===== src/rtl/axi_core_pkg.sv =====
// Shared definitions for the AXI master arbiter: FSM encodings and default timeout.
package axi_core_pkg;

   typedef enum logic [1:0] {
      ST_IDLE = 2'd0,
      ST_WAIT = 2'd1,
      ST_RESP = 2'd2
   } state_t;

   localparam int unsigned TIMEOUT_CYCLES_DEFAULT = 255;

endpackage


===== src/rtl/rr_pick2.sv =====
// Two-way round-robin winner selection; ptr names the requester that wins a tie.
module rr_pick2
   import axi_core_pkg::*;
(
   input  logic [1:0] req,
   input  logic       ptr,
   output logic [1:0] gnt
);

   always_comb begin
      gnt = req;
      if (req == 2'b11) begin
         gnt = ptr ? 2'b10 : 2'b01;
      end
   end

endmodule


===== src/rtl/axi_master_arbiter.sv =====
// Arbitrates two requesters onto a single read/write master with round-robin
// fairness, a WAIT timeout and a one-cycle registered completion.
module axi_master_arbiter
   import axi_core_pkg::*;
#(
   parameter int unsigned DATA_WIDTH     = 32,
   parameter int unsigned ADDR_WIDTH     = 32,
   parameter int unsigned TIMEOUT_CYCLES = TIMEOUT_CYCLES_DEFAULT
) (
   input  logic                    aclk,
   input  logic                    aresetn,
   input  logic [1:0]              req,
   input  logic [1:0]              req_we,
   input  logic [2*ADDR_WIDTH-1:0] req_addr,
   input  logic [2*DATA_WIDTH-1:0] req_wdata,
   output logic [1:0]              ack,
   output logic                    err,
   output logic [DATA_WIDTH-1:0]   rdata,
   output logic [1:0]              grant,
   output logic                    m_start_write,
   output logic                    m_start_read,
   output logic [ADDR_WIDTH-1:0]   m_addr,
   output logic [DATA_WIDTH-1:0]   m_wdata,
   input  logic                    m_write_done,
   input  logic                    m_read_done,
   input  logic [DATA_WIDTH-1:0]   m_rdata,
   input  logic                    m_busy
);

   localparam int unsigned CNT_W = $clog2(TIMEOUT_CYCLES + 1);

   state_t                state_q, state_d;
   logic                  ptr_q, ptr_d;
   logic [CNT_W-1:0]      cnt_q, cnt_d;
   logic                  we_q, we_d;
   logic [1:0]            ack_d, grant_d;
   logic                  err_d, start_w_d, start_r_d;
   logic [DATA_WIDTH-1:0] rdata_d, wdata_d;
   logic [ADDR_WIDTH-1:0] addr_d;
   logic [1:0]            pick_gnt;
   logic                  sel;
   logic                  done_ok;

   rr_pick2 u_pick (
      .req (req),
      .ptr (ptr_q),
      .gnt (pick_gnt)
   );

   assign sel     = pick_gnt[1];
   assign done_ok = we_q ? m_write_done : m_read_done;

   // Next-state and next-output logic
   always_comb begin
      state_d   = state_q;
      ptr_d     = ptr_q;
      cnt_d     = cnt_q;
      we_d      = we_q;
      ack_d     = 2'b00;
      err_d     = 1'b0;
      rdata_d   = rdata;
      grant_d   = grant;
      start_w_d = 1'b0;
      start_r_d = 1'b0;
      addr_d    = m_addr;
      wdata_d   = m_wdata;

      case (state_q)
         ST_IDLE: begin
            if (!m_busy && (req != 2'b00)) begin
               addr_d    = sel ? req_addr[2*ADDR_WIDTH-1:ADDR_WIDTH] : req_addr[ADDR_WIDTH-1:0];
               wdata_d   = sel ? req_wdata[2*DATA_WIDTH-1:DATA_WIDTH] : req_wdata[DATA_WIDTH-1:0];
               we_d      = req_we[sel];
               grant_d   = pick_gnt;
               start_w_d = req_we[sel];
               start_r_d = ~req_we[sel];
               cnt_d     = '0;
               state_d   = ST_WAIT;
            end
         end
         ST_WAIT: begin
            // A matching done wins over a timeout landing on the same edge
            if (done_ok) begin
               ack_d   = grant;
               rdata_d = we_q ? '0 : m_rdata;
               ptr_d   = grant[0];
               state_d = ST_RESP;
            end else if (cnt_q == CNT_W'(TIMEOUT_CYCLES - 1)) begin
               ack_d   = grant;
               err_d   = 1'b1;
               rdata_d = '0;
               ptr_d   = grant[0];
               state_d = ST_RESP;
            end else begin
               cnt_d = cnt_q + CNT_W'(1);
            end
         end
         ST_RESP: begin
            grant_d = 2'b00;
            rdata_d = '0;
            state_d = ST_IDLE;
         end
         default: begin
            grant_d = 2'b00;
            state_d = ST_IDLE;
         end
      endcase
   end

   // State and output registers
   always_ff @(posedge aclk or negedge aresetn) begin
      if (!aresetn) begin
         state_q       <= ST_IDLE;
         ptr_q         <= 1'b0;
         cnt_q         <= '0;
         we_q          <= 1'b0;
         ack           <= 2'b00;
         err           <= 1'b0;
         rdata         <= '0;
         grant         <= 2'b00;
         m_start_write <= 1'b0;
         m_start_read  <= 1'b0;
         m_addr        <= '0;
         m_wdata       <= '0;
      end else begin
         state_q       <= state_d;
         ptr_q         <= ptr_d;
         cnt_q         <= cnt_d;
         we_q          <= we_d;
         ack           <= ack_d;
         err           <= err_d;
         rdata         <= rdata_d;
         grant         <= grant_d;
         m_start_write <= start_w_d;
         m_start_read  <= start_r_d;
         m_addr        <= addr_d;
         m_wdata       <= wdata_d;
      end
   end

endmodule


===== config.mk =====
export PLATFORM = sky130hd
export DESIGN_NAME = axi_master_arbiter
export DESIGN_NICKNAME = d
export VERILOG_FILES = /design/src/rtl/axi_core_pkg.sv /design/src/rtl/rr_pick2.sv /design/src/rtl/axi_master_arbiter.sv
export SDC_FILE = /design/constraint.sdc
export NUM_CORES = 1
export LEC_CHECK = 0
export BUFFER_PORTS_ARGS = -buffer_cell sky130_fd_sc_hd__buf_2
export CAP_MARGIN = 10
export CORE_AREA = 5 5 139 141
export CTS_CLUSTER_SIZE = 24
export DETAILED_ROUTE_END_ITERATION = 10
export DIE_AREA = 0 0 144 146
export HOLD_SLACK_MARGIN = 0.08
export PLACE_DENSITY_LB_ADDON = 0.08
export SYNTH_ARGS = -nofsm -noshare
export SYNTH_HDL_FRONTEND = slang
export SYNTH_SLANG_ARGS = --single-unit

===== constraint.sdc =====
create_clock -name aclk -period 4 [get_ports aclk]
set_clock_uncertainty 0.05 [all_clocks]
set_input_delay 0.8 -clock aclk [delete_from_list [all_inputs] [get_ports aclk]]
set_output_delay 0.8 -clock aclk [all_outputs]
set_load 0.1 [all_outputs]

## Word-level counts from Yosys, hierarchy flattened

Cells that the tools add are included.

| word-level totals | value |
|---|---|
| logic and storage cells | 70 |
| RAM bits | 0 |
| memories | 0 |
| latch bits | 0 |
| bits in registers | 115 |
| bits in read-only memories | 0 |

| operators by class | value |
|---|---|
| mux-type cells | 33 |
| order comparisons | 1 |
| bitwise logic cells | 2 |
| multiply operators | 0 |
| div/mod/pow operators | 0 |
| reduce and logical (&&, ||, !) cells | 13 |
| add/sub/neg operators | 1 |
| shifts and indexed selects | 0 |
| equal/unequal tests | 8 |

Operator list:

| cell | number |
|---|---|
| two-way mux 32 bit | 5 |
| one-hot mux 32 bit (2 select lines) | 1 |
| two-way mux 8 bit | 3 |
| two-way mux 2 bit | 9 |
| one-hot mux 8 bit (2 select lines) | 1 |
| two-way mux 1 bit | 12 |
| AND reduction 2 bit | 5 |
| adder 8 x 1 -> 8 bit (second input constant) | 1 |
| == test 8 bit (second input constant) | 1 |
| one-hot mux 2 bit (2 select lines) | 2 |
| nonzero test 2 bit | 4 |
| != test 2 bit (second input constant) | 3 |
| == test 2 bit (second input constant) | 2 |
| AND reduction 4 bit | 1 |
| != test 3 bit (second input constant) | 1 |
| == test 2 x 1 -> 1 bit (second input constant) | 1 |
| logical NOT 2 bit | 1 |
| < comparator 1 x 2 -> 1 bit (second input constant) | 1 |
| inverter 1 bit | 2 |
| logical AND 1 bit | 1 |
| logical NOT 1 bit | 1 |

## Depth between registers and ports, before layout

Gate-level depths: netlist of the first run.

| logic depth | value |
|---|---|
| word-level depth | 7 |
| gate-level depth with buffers | 7 |
| depth with buffers taken out | 6 |

## Hierarchy

From an unflattened synthesis of the first run, not the netlist that was laid out.

| unflattened totals | value |
|---|---|
| cell total of the unflattened synthesis | 433 |
| area total of the unflattened synthesis | 4,943.5 um2 |

By module, submodules not included:

| module | seq. area each (um2) | cells an instance | area an instance (um2) | instances |
|---|---|---|---|---|
| axi_master_arbiter | 2,877.8 | 430 | 4,924.7 | 1 |
| rr_pick2 | 0.0 | 3 | 18.8 | 1 |

## Worst setup path after synthesis of the first run

No wires, ideal clock.

| timing path | value |
|---|---|
| path kind | input port to flip-flop |
| from | input m_busy |
| to | register cnt_q[1] |
| setup slack | 1,915 ps |
| data arrival time | 1,908 ps |
| data required time | 3,823 ps |
| setup time | 127 ps |
| stages | 5 |
| cells stage by stage | or4_1 -> buf_2 -> buf_6 -> nand2_4 -> mux2_1 |

| on the way | value |
|---|---|
| word-level cells in the longest chain between the ends | 4 |

Ends and longest elaborated chain:

| what | line | text |
|---|---|---|
| start, declared | axi_master_arbiter.sv:27 | `input logic m_busy` |
| logical NOT 1 bit | axi_master_arbiter.sv:70 | `if (!m_busy && (req != 2'b00)) begin` |
| logical AND 1 bit | axi_master_arbiter.sv:70 |  |
| != test 2 bit (no line) | -- |  |
| AND reduction 4 bit (no line) | -- |  |
| end signal, assigned | axi_master_arbiter.sv:128 | `cnt_q <= cnt_d;` |
| end, declared | axi_master_arbiter.sv:34 | `logic [CNT_W-1:0] cnt_q, cnt_d;` |

Every way passes these cells.
A chain may end at the register's enable or synchronous reset.

## Worst setup path in the final report of the first run

| timing path | value |
|---|---|
| from | register grant[0] |
| to | output grant[0] |

RTL lines:

| what | line | text |
|---|---|---|
| start, declared | axi_master_arbiter.sv:19 | `output logic [1:0] grant,` |
| start signal, assigned | axi_master_arbiter.sv:133 | `grant <= grant_d;` |

No word-level cell between the ends.

==> run_summary.xml, run 1 <==
<?xml version="1.0" encoding="UTF-8"?>
<metrics>
  <group name="routing">
    <metric name="vias_per_cell" unit="">4.48</metric>
    <metric name="drt_pass1_iterations" unit="">4</metric>
    <metric name="drt_drc_violations_left" unit="">0</metric>
    <metric name="routed_wire_length_per_instance" unit="microns">15.7</metric>
    <metric name="dr.first_iter.drc_count" unit="">106</metric>
    <metric name="routed_wirelength" unit="microns">14900</metric>
    <metric name="via_count" unit="">4233</metric>
    <metric name="drt.antenna.violating_nets" unit="">0</metric>
  </group>
  <group name="sta">
    <metric name="max_slew.worst_pin.slew" unit="ps">833</metric>
    <metric name="rsz0062_at_grt" unit="">no</metric>
    <metric name="setup_viol_count_final" unit="">0</metric>
    <metric name="maxSlewViolCount" unit="">0</metric>
    <metric name="max_freq" unit="GHz">0.480</metric>
    <metric name="maxSlewHeadroom" unit="%">44.5</metric>
    <metric name="timing.final.crit_share" unit="%">52.1</metric>
    <metric name="fin_tns_setup" unit="ps">0</metric>
    <metric name="final_period_minus_worst_setup_slack" unit="ps">2080</metric>
    <metric name="hold_violations" unit="">0</metric>
  </group>
  <group name="cts">
    <metric name="post_cts_resized" unit="">0</metric>
    <metric name="cts-htree-levels" unit="">4</metric>
    <metric name="clk_pin_slew" unit="ps">60</metric>
    <metric name="cts_inserted_buffers" unit="">17</metric>
    <metric name="tritoncts" unit="">done</metric>
    <metric name="cts-root-to-sink-buffers" unit="">2</metric>
    <metric name="root_buffer" unit="">clkbuf_16</metric>
    <metric name="cts_setup_buffers" unit="">0</metric>
    <metric name="clk_latency" unit="ps">400</metric>
    <metric name="number_of_sinks_driven_by_the_clock_tree" unit="">115</metric>
    <metric name="holdBufCountCts" unit="">0</metric>
  </group>
  <group name="run">
    <metric name="count_of_maximum_capacitance_violations" unit="">0</metric>
  </group>
  <group name="critical_path">
    <metric name="worst_ep_arrival_time" unit="ps">1230</metric>
    <metric name="setup.worst_path.end_class" unit="">primary output</metric>
    <metric name="cp_data_required_time" unit="ps">3150</metric>
    <metric name="path_class" unit="">reg2out</metric>
    <metric name="worst_path_buffer_plus_inverter_count" unit="">1</metric>
    <metric name="worstPathMaxFanout" unit="">4</metric>
    <metric name="startpoint_type" unit="">flop</metric>
    <metric name="rrSetupSlack" unit="ps">1960</metric>
    <metric name="slowest_stage" unit="">buf_2</metric>
    <metric name="timing.critical_path.max_delay_family" unit="">buffers and inverters</metric>
    <metric name="timing.critical_path.slowest_cell_delay" unit="ps">450</metric>
    <metric name="list_of_cells_traversed_by_the_critical_path" unit="">buf_2</metric>
  </group>
  <group name="final_layout">
    <metric name="n_antenna_cell" unit="">0</metric>
    <metric name="drive_above_1_share" unit="%">44.1</metric>
    <metric name="final_nets" unit="">875</metric>
    <metric name="area.growth.synth_to_final" unit="%">45.4</metric>
    <metric name="design_area" unit="sq um">7180</metric>
    <metric name="layoutNonFillerInstCount" unit="">945</metric>
  </group>
  <group name="yosys">
    <metric name="syn_area" unit="sq um">4940</metric>
    <metric name="largest_area_contributor_in_the_netlist" unit="">dfrtp_1</metric>
    <metric name="syn-instance-count" unit="">436</metric>
    <metric name="synth_area_per_cell" unit="sq um">11.3</metric>
    <metric name="synth_enable_flop_cells" unit="">0</metric>
    <metric name="synth_largest_type_area_fraction" unit="%">58.2</metric>
    <metric name="synth.top_cells.by_area" unit="">dfrtp_1 (58%), mux2i_1 (13%), o21ai_1 (6.7%), a22o_1 (5.7%), nand2_1 (5.1%)</metric>
    <metric name="synth_async_sr_flop_share" unit="%">100</metric>
    <metric name="sequential_fraction_of_the_synthesis_area" unit="%">58.2</metric>
    <metric name="synth_warnings" unit="">0</metric>
    <metric name="synth-seq-cells" unit="">115</metric>
    <metric name="postSynthNetCount" unit="">607</metric>
    <metric name="postSynth.topFlopCell" unit="">dfrtp_1</metric>
    <metric name="post_synth_num_cell_types" unit="">37</metric>
  </group>
  <group name="die">
    <metric name="start_util" unit="%">27.7</metric>
    <metric name="die-width" unit="microns">144</metric>
    <metric name="design.core.area" unit="sq um">17800</metric>
    <metric name="dieArea" unit="sq um">21000</metric>
    <metric name="die_h" unit="microns">146</metric>
    <metric name="ios" unit="">272</metric>
    <metric name="num_rows" unit="">49</metric>
  </group>
  <group name="global_route">
    <metric name="via_count_of_the_first_global_routing_pass" unit="">4496</metric>
    <metric name="grt_overflow" unit="">0</metric>
    <metric name="grt_start_max_net_pins" unit="">65</metric>
    <metric name="grt_antenna_before_repair" unit="">0</metric>
    <metric name="groute.usage.overall" unit="%">14.1</metric>
    <metric name="grt_first_pass_wirelength" unit="microns">23300</metric>
  </group>
  <group name="place">
    <metric name="dpl.hpwl" unit="microns">11500</metric>
    <metric name="gp_routability_congestion" unit="">0.780</metric>
    <metric name="port-buffer-count" unit="">271</metric>
    <metric name="dp_cells" unit="">914</metric>
    <metric name="detailed_place.area" unit="sq um">6530</metric>
  </group>
  <group name="run_status">
    <metric name="outcome" unit="">finished, final reports clean</metric>
  </group>
  <group name="worst_hold_path">
    <metric name="timing.hold.worst.class" unit="">in2async</metric>
  </group>
</metrics>
[stage by stage]
step	hold WS (ps)	util (%)	setup WS [ps]
4_1_cts	397	40.3	1870
6_report	381	40.3	1920
3_5_place_dp	421	36.6	1480
5_1_grt	432	40.3	1780
2_1_floorplan	401	-	1910
3_3_place_gp	415	36.6	1540
[registers in the layout, indices dropped and copies added (netlist names), 2 cells and up]
| register | flops |
|---|---|
| ack | 2 |
| grant | 2 |
| cnt_q | 8 |
| m_addr | 32 |
| rdata | 32 |
| state_q | 2 |
| m_wdata | 32 |
[synthesized netlist by cell type (2+ instances only)]
master / count
nand2_1: 67
buf_2: 19
o21ai_1: 66
nand3_1: 8
nor2_1: 10
dfrtp_1: 115
mux2i_1: 66
and2_1: 2
clkbuf_1: 9
nor3_1: 2
or4_1: 2
a31oi_1: 3
a21oi_1: 4
inv_1: 3
ha_1: 2
and3_1: 2
o21ai_0: 4
mux2_1: 2
a22o_1: 32
[cells in the final DEF, fill, tap and decap left out, types with 7 or more instances in the layout]
cell and count:
buf_2 270, o21ai_1 65, a22o_1 32, nand2_1 67, buf_4 7, nand3_1 8
nor2_1 10, mux2i_1 66, dfrtp_1 115, clkbuf_16 17
[per-layer routing]
| layer | GRT usage [%] | vias to the layer above | part of all wire (%) |
|---|---|---|---|
| met5 | 0 | - | 0 |
| li1 | - | 2078 | - |
| met2 | 23.8 | 160 | 50 |
| met4 | 4.66 | 0 | 1.5 |
| met3 | 4.57 | 19 | 8.4 |
| met1 | 16.8 | 1976 | 40 |
[layout make-up]
class | count | area (sq um)
timing repair buffer | 278 | 1420
sequential | 115 | 2880
fill | 1785 | 10700
tap | 229 | 287
inverter | 3 | 11.3
clock inverter | 9 | 176
multi-input combinational | 289 | 1930
clock buffer | 22 | 474
[worst paths after layout]
path	endpoint	from	cells after the start
min reg2reg	m_addr[31]	m_addr[31]	2
max reg2reg	m_addr[4]	state_q[0]	4
min	m_addr[25]	aresetn	1
max in group asynchronous	rdata[8]	aresetn	2
min in group aclk	m_addr[31]	m_addr[31]	2
max	grant[0]	grant[0]	1
[cells by family after synthesis]
logic type | count (synthesis) | synth area share, %
compound gates | 116 | 14.8
buf+inv | 32 | 3.06
simple gates | 101 | 9.09
mux | 70 | 14.3
flops | 115 | 58.2
fa+ha+maj | 2 | 0.506
Power of run 1 is not shown: default switching activity piles up to over one toggle a cycle in this logic, so the estimate is an artifact.
==> run 2: changes to the inputs <==
Clock period 4 ns to 1.7 ns, I/O delays scaled along.
==> run 2 against run 1 <==
Flip-flop and latch count did not move. Die area did not move. Design area rose by 4.6%. Hold slack got worse by 280 ps. First-iteration DRC count rose by 14%. Highest routed layer unchanged.
==> run_summary.xml, run 2 (synthesis results as in run 1) <==
<?xml version="1.0" encoding="UTF-8"?>
<metrics>
  <group name="run_status">
    <metric name="outcome" unit="">finished, final reports clean</metric>
  </group>
  <group name="routing">
    <metric name="routed_wire_length_per_instance" unit="microns">15.5</metric>
    <metric name="drt_drc_violations_left" unit="">0</metric>
    <metric name="drt.antenna.violating_nets" unit="">0</metric>
    <metric name="dr.first_iter.drc_count" unit="">121</metric>
    <metric name="vias_per_cell" unit="">4.44</metric>
    <metric name="routed_wirelength" unit="microns">15100</metric>
    <metric name="drt_pass1_iterations" unit="">6</metric>
    <metric name="via_count" unit="">4334</metric>
  </group>
  <group name="run">
    <metric name="count_of_maximum_capacitance_violations" unit="">0</metric>
  </group>
  <group name="cts">
    <metric name="cts_inserted_buffers" unit="">17</metric>
    <metric name="root_buffer" unit="">clkbuf_16</metric>
    <metric name="clk_pin_slew" unit="ps">60</metric>
    <metric name="cts-htree-levels" unit="">4</metric>
    <metric name="number_of_sinks_driven_by_the_clock_tree" unit="">115</metric>
    <metric name="cts-root-to-sink-buffers" unit="">2</metric>
    <metric name="tritoncts" unit="">done</metric>
    <metric name="clk_latency" unit="ps">410</metric>
  </group>
  <group name="die">
    <metric name="die_h" unit="microns">146</metric>
    <metric name="design.core.area" unit="sq um">17800</metric>
    <metric name="num_rows" unit="">49</metric>
    <metric name="die-width" unit="microns">144</metric>
    <metric name="start_util" unit="%">27.7</metric>
    <metric name="dieArea" unit="sq um">21000</metric>
    <metric name="ios" unit="">272</metric>
  </group>
  <group name="final_layout">
    <metric name="final_cell_mix" unit="">buf_2 (270), dfrtp_1 (115), nand2_1 (67)</metric>
    <metric name="layoutNonFillerInstCount" unit="">976</metric>
    <metric name="area.growth.synth_to_final" unit="%">52.1</metric>
    <metric name="n_fill_cell" unit="">1793</metric>
    <metric name="layout_top_registers" unit="">m_addr: 32 flops, m_wdata: 32 flops, rdata: 32 flops</metric>
    <metric name="n_antenna_cell" unit="">0</metric>
    <metric name="final_nets" unit="">905</metric>
    <metric name="layout_commonest_cell" unit="">buf_2</metric>
    <metric name="drive_above_1_share" unit="%">45.8</metric>
  </group>
  <group name="sta">
    <metric name="max_freq" unit="GHz">0.608</metric>
    <metric name="hold_violations" unit="">0</metric>
    <metric name="maxSlewViolCount" unit="">0</metric>
    <metric name="rsz0062_at_grt" unit="">yes</metric>
    <metric name="max_slew.worst_pin.slew" unit="ps">512</metric>
    <metric name="final_period_minus_worst_setup_slack" unit="ps">1650</metric>
    <metric name="timing.final.crit_share" unit="%">96.8</metric>
    <metric name="maxSlewHeadroom" unit="%">65.5</metric>
    <metric name="setup_viol_count_final" unit="">0</metric>
  </group>
  <group name="global_route">
    <metric name="groute.usage.overall" unit="%">14.4</metric>
    <metric name="grt_start_max_net_pins" unit="">63</metric>
    <metric name="via_count_of_the_first_global_routing_pass" unit="">4633</metric>
    <metric name="grt_antenna_before_repair" unit="">0</metric>
    <metric name="grt_overflow" unit="">0</metric>
    <metric name="grt_first_pass_wirelength" unit="microns">23800</metric>
  </group>
  <group name="critical_path">
    <metric name="worst_r2r_endpoint" unit="">rdata[9]</metric>
    <metric name="cp_data_required_time" unit="ps">1990</metric>
    <metric name="path_class" unit="">reg2reg</metric>
    <metric name="worst_ep_arrival_time" unit="ps">1930</metric>
    <metric name="timing.critical_path.slowest_cell_delay" unit="ps">420</metric>
    <metric name="slowest_stage" unit="">dfrtp_1</metric>
    <metric name="startpoint_type" unit="">flop</metric>
    <metric name="rr_startpoint" unit="">we_q</metric>
    <metric name="rrSetupSlack" unit="ps">50</metric>
    <metric name="setup.worst_path.end_class" unit="">flop</metric>
    <metric name="worstRegToRegCells" unit="">6</metric>
    <metric name="worstPathMaxFanout" unit="">32</metric>
    <metric name="list_of_cells_traversed_by_the_critical_path" unit="">mux2i_4 -&gt; o21ai_1 -&gt; buf_4 -&gt; a21oi_4 -&gt; buf_12 -&gt; a22o_1</metric>
  </group>
  <group name="place">
    <metric name="dpl.hpwl" unit="microns">11700</metric>
    <metric name="gp_routability_congestion" unit="">0.725</metric>
    <metric name="port-buffer-count" unit="">271</metric>
    <metric name="dp_cells" unit="">937</metric>
  </group>
  <group name="worst_hold_path">
    <metric name="timing.hold.worst.class" unit="">in2reg</metric>
    <metric name="min_delay_path_depth" unit="">2</metric>
    <metric name="worstHoldEndpoint" unit="">rdata[18]</metric>
    <metric name="hold_path.startpoint" unit="">m_rdata[18]</metric>
  </group>
</metrics>
-- run 2: changes by cell type in the layout (fill, tap and decap cells not counted), moves of 2 or more --
cell	delta
clkinvlp_4	+3
dlygate4sd3_1	+6
clkbuf_8	-2
buf_12	+9
bufinv_16	-2
buf_4	+15
-- run 2: worst max path at each step --
stage	from	endpoint	slack, ps
after detailed placement	m_read_done	rdata[21]	30
after floorplan	state_q[1]	cnt_q[1]	-10
final	we_q	rdata[9]	50
after global routing	we_q	rdata[2]	-40
after global placement	m_read_done	rdata[9]	30
after CTS	cnt_q[0]	cnt_q[4]	40
-- run 2: stage by stage --
stage	setup TNS, ps	area (sq um)	utilization, %	worst slack, ps	hold slack (ps)
2_1_floorplan	-13.6	4950	-	-13.6	-5.59
4_1_cts	0	7490	42.0	36.9	80.6
6_report	0	7520	42.1	54.6	102
3_3_place_gp	0	6820	38.2	34.7	170
3_5_place_dp	0	6820	38.2	30.4	172
5_1_grt	-548	7520	42.1	-42.4	83.3
-- run 2: per-layer routing --
| layer | part of all wire (%) | vias up | GRT usage [%] | routed length [microns] |
|---|---|---|---|---|
| met5 | 0 | - | 0 | 0 |
| met4 | 1.3 | 0 | 4.43 | 199 |
| met3 | 6.3 | 14 | 4.24 | 952 |
| met2 | 53 | 128 | 25.5 | 7940 |
| met1 | 40 | 2042 | 16.5 | 6020 |
| li1 | - | 2150 | - | - |
-- run 2: worst max-delay path, delay by kind of cell, from the launching register on --
| kind | cells | cell delay [ps] |
|---|---|---|
| compound gates | 3 | 410 |
| flops | 1 | 420 |
| mux | 1 | 330 |
| buf+inv | 2 | 360 |
-- run 2: area by class of cell --
type                            instances  area [sq um]  share of cell area [%]
Clock buffer                           20           447                    5.94
Multi-Input combinational cell        289          1960                    26.1
Clock inverter                         12           156                    2.08
Tap cell                              229           287                    3.81
Inverter                                3          11.3                   0.150
Sequential cell                       115          2880                    38.3
Timing Repair Buffer                  308          1780                    23.6
-- run 2: what timing repair did --
action | in CTS | in global routing
setup buffers | 0 | 1
gates resized for setup | 0 | 3
endpoints found under the hold margin | 120 | 0
setup endpoints to repair | 0 | 39
hold buffers | 6 | 0
Power of run 2 is left out for the same reason.
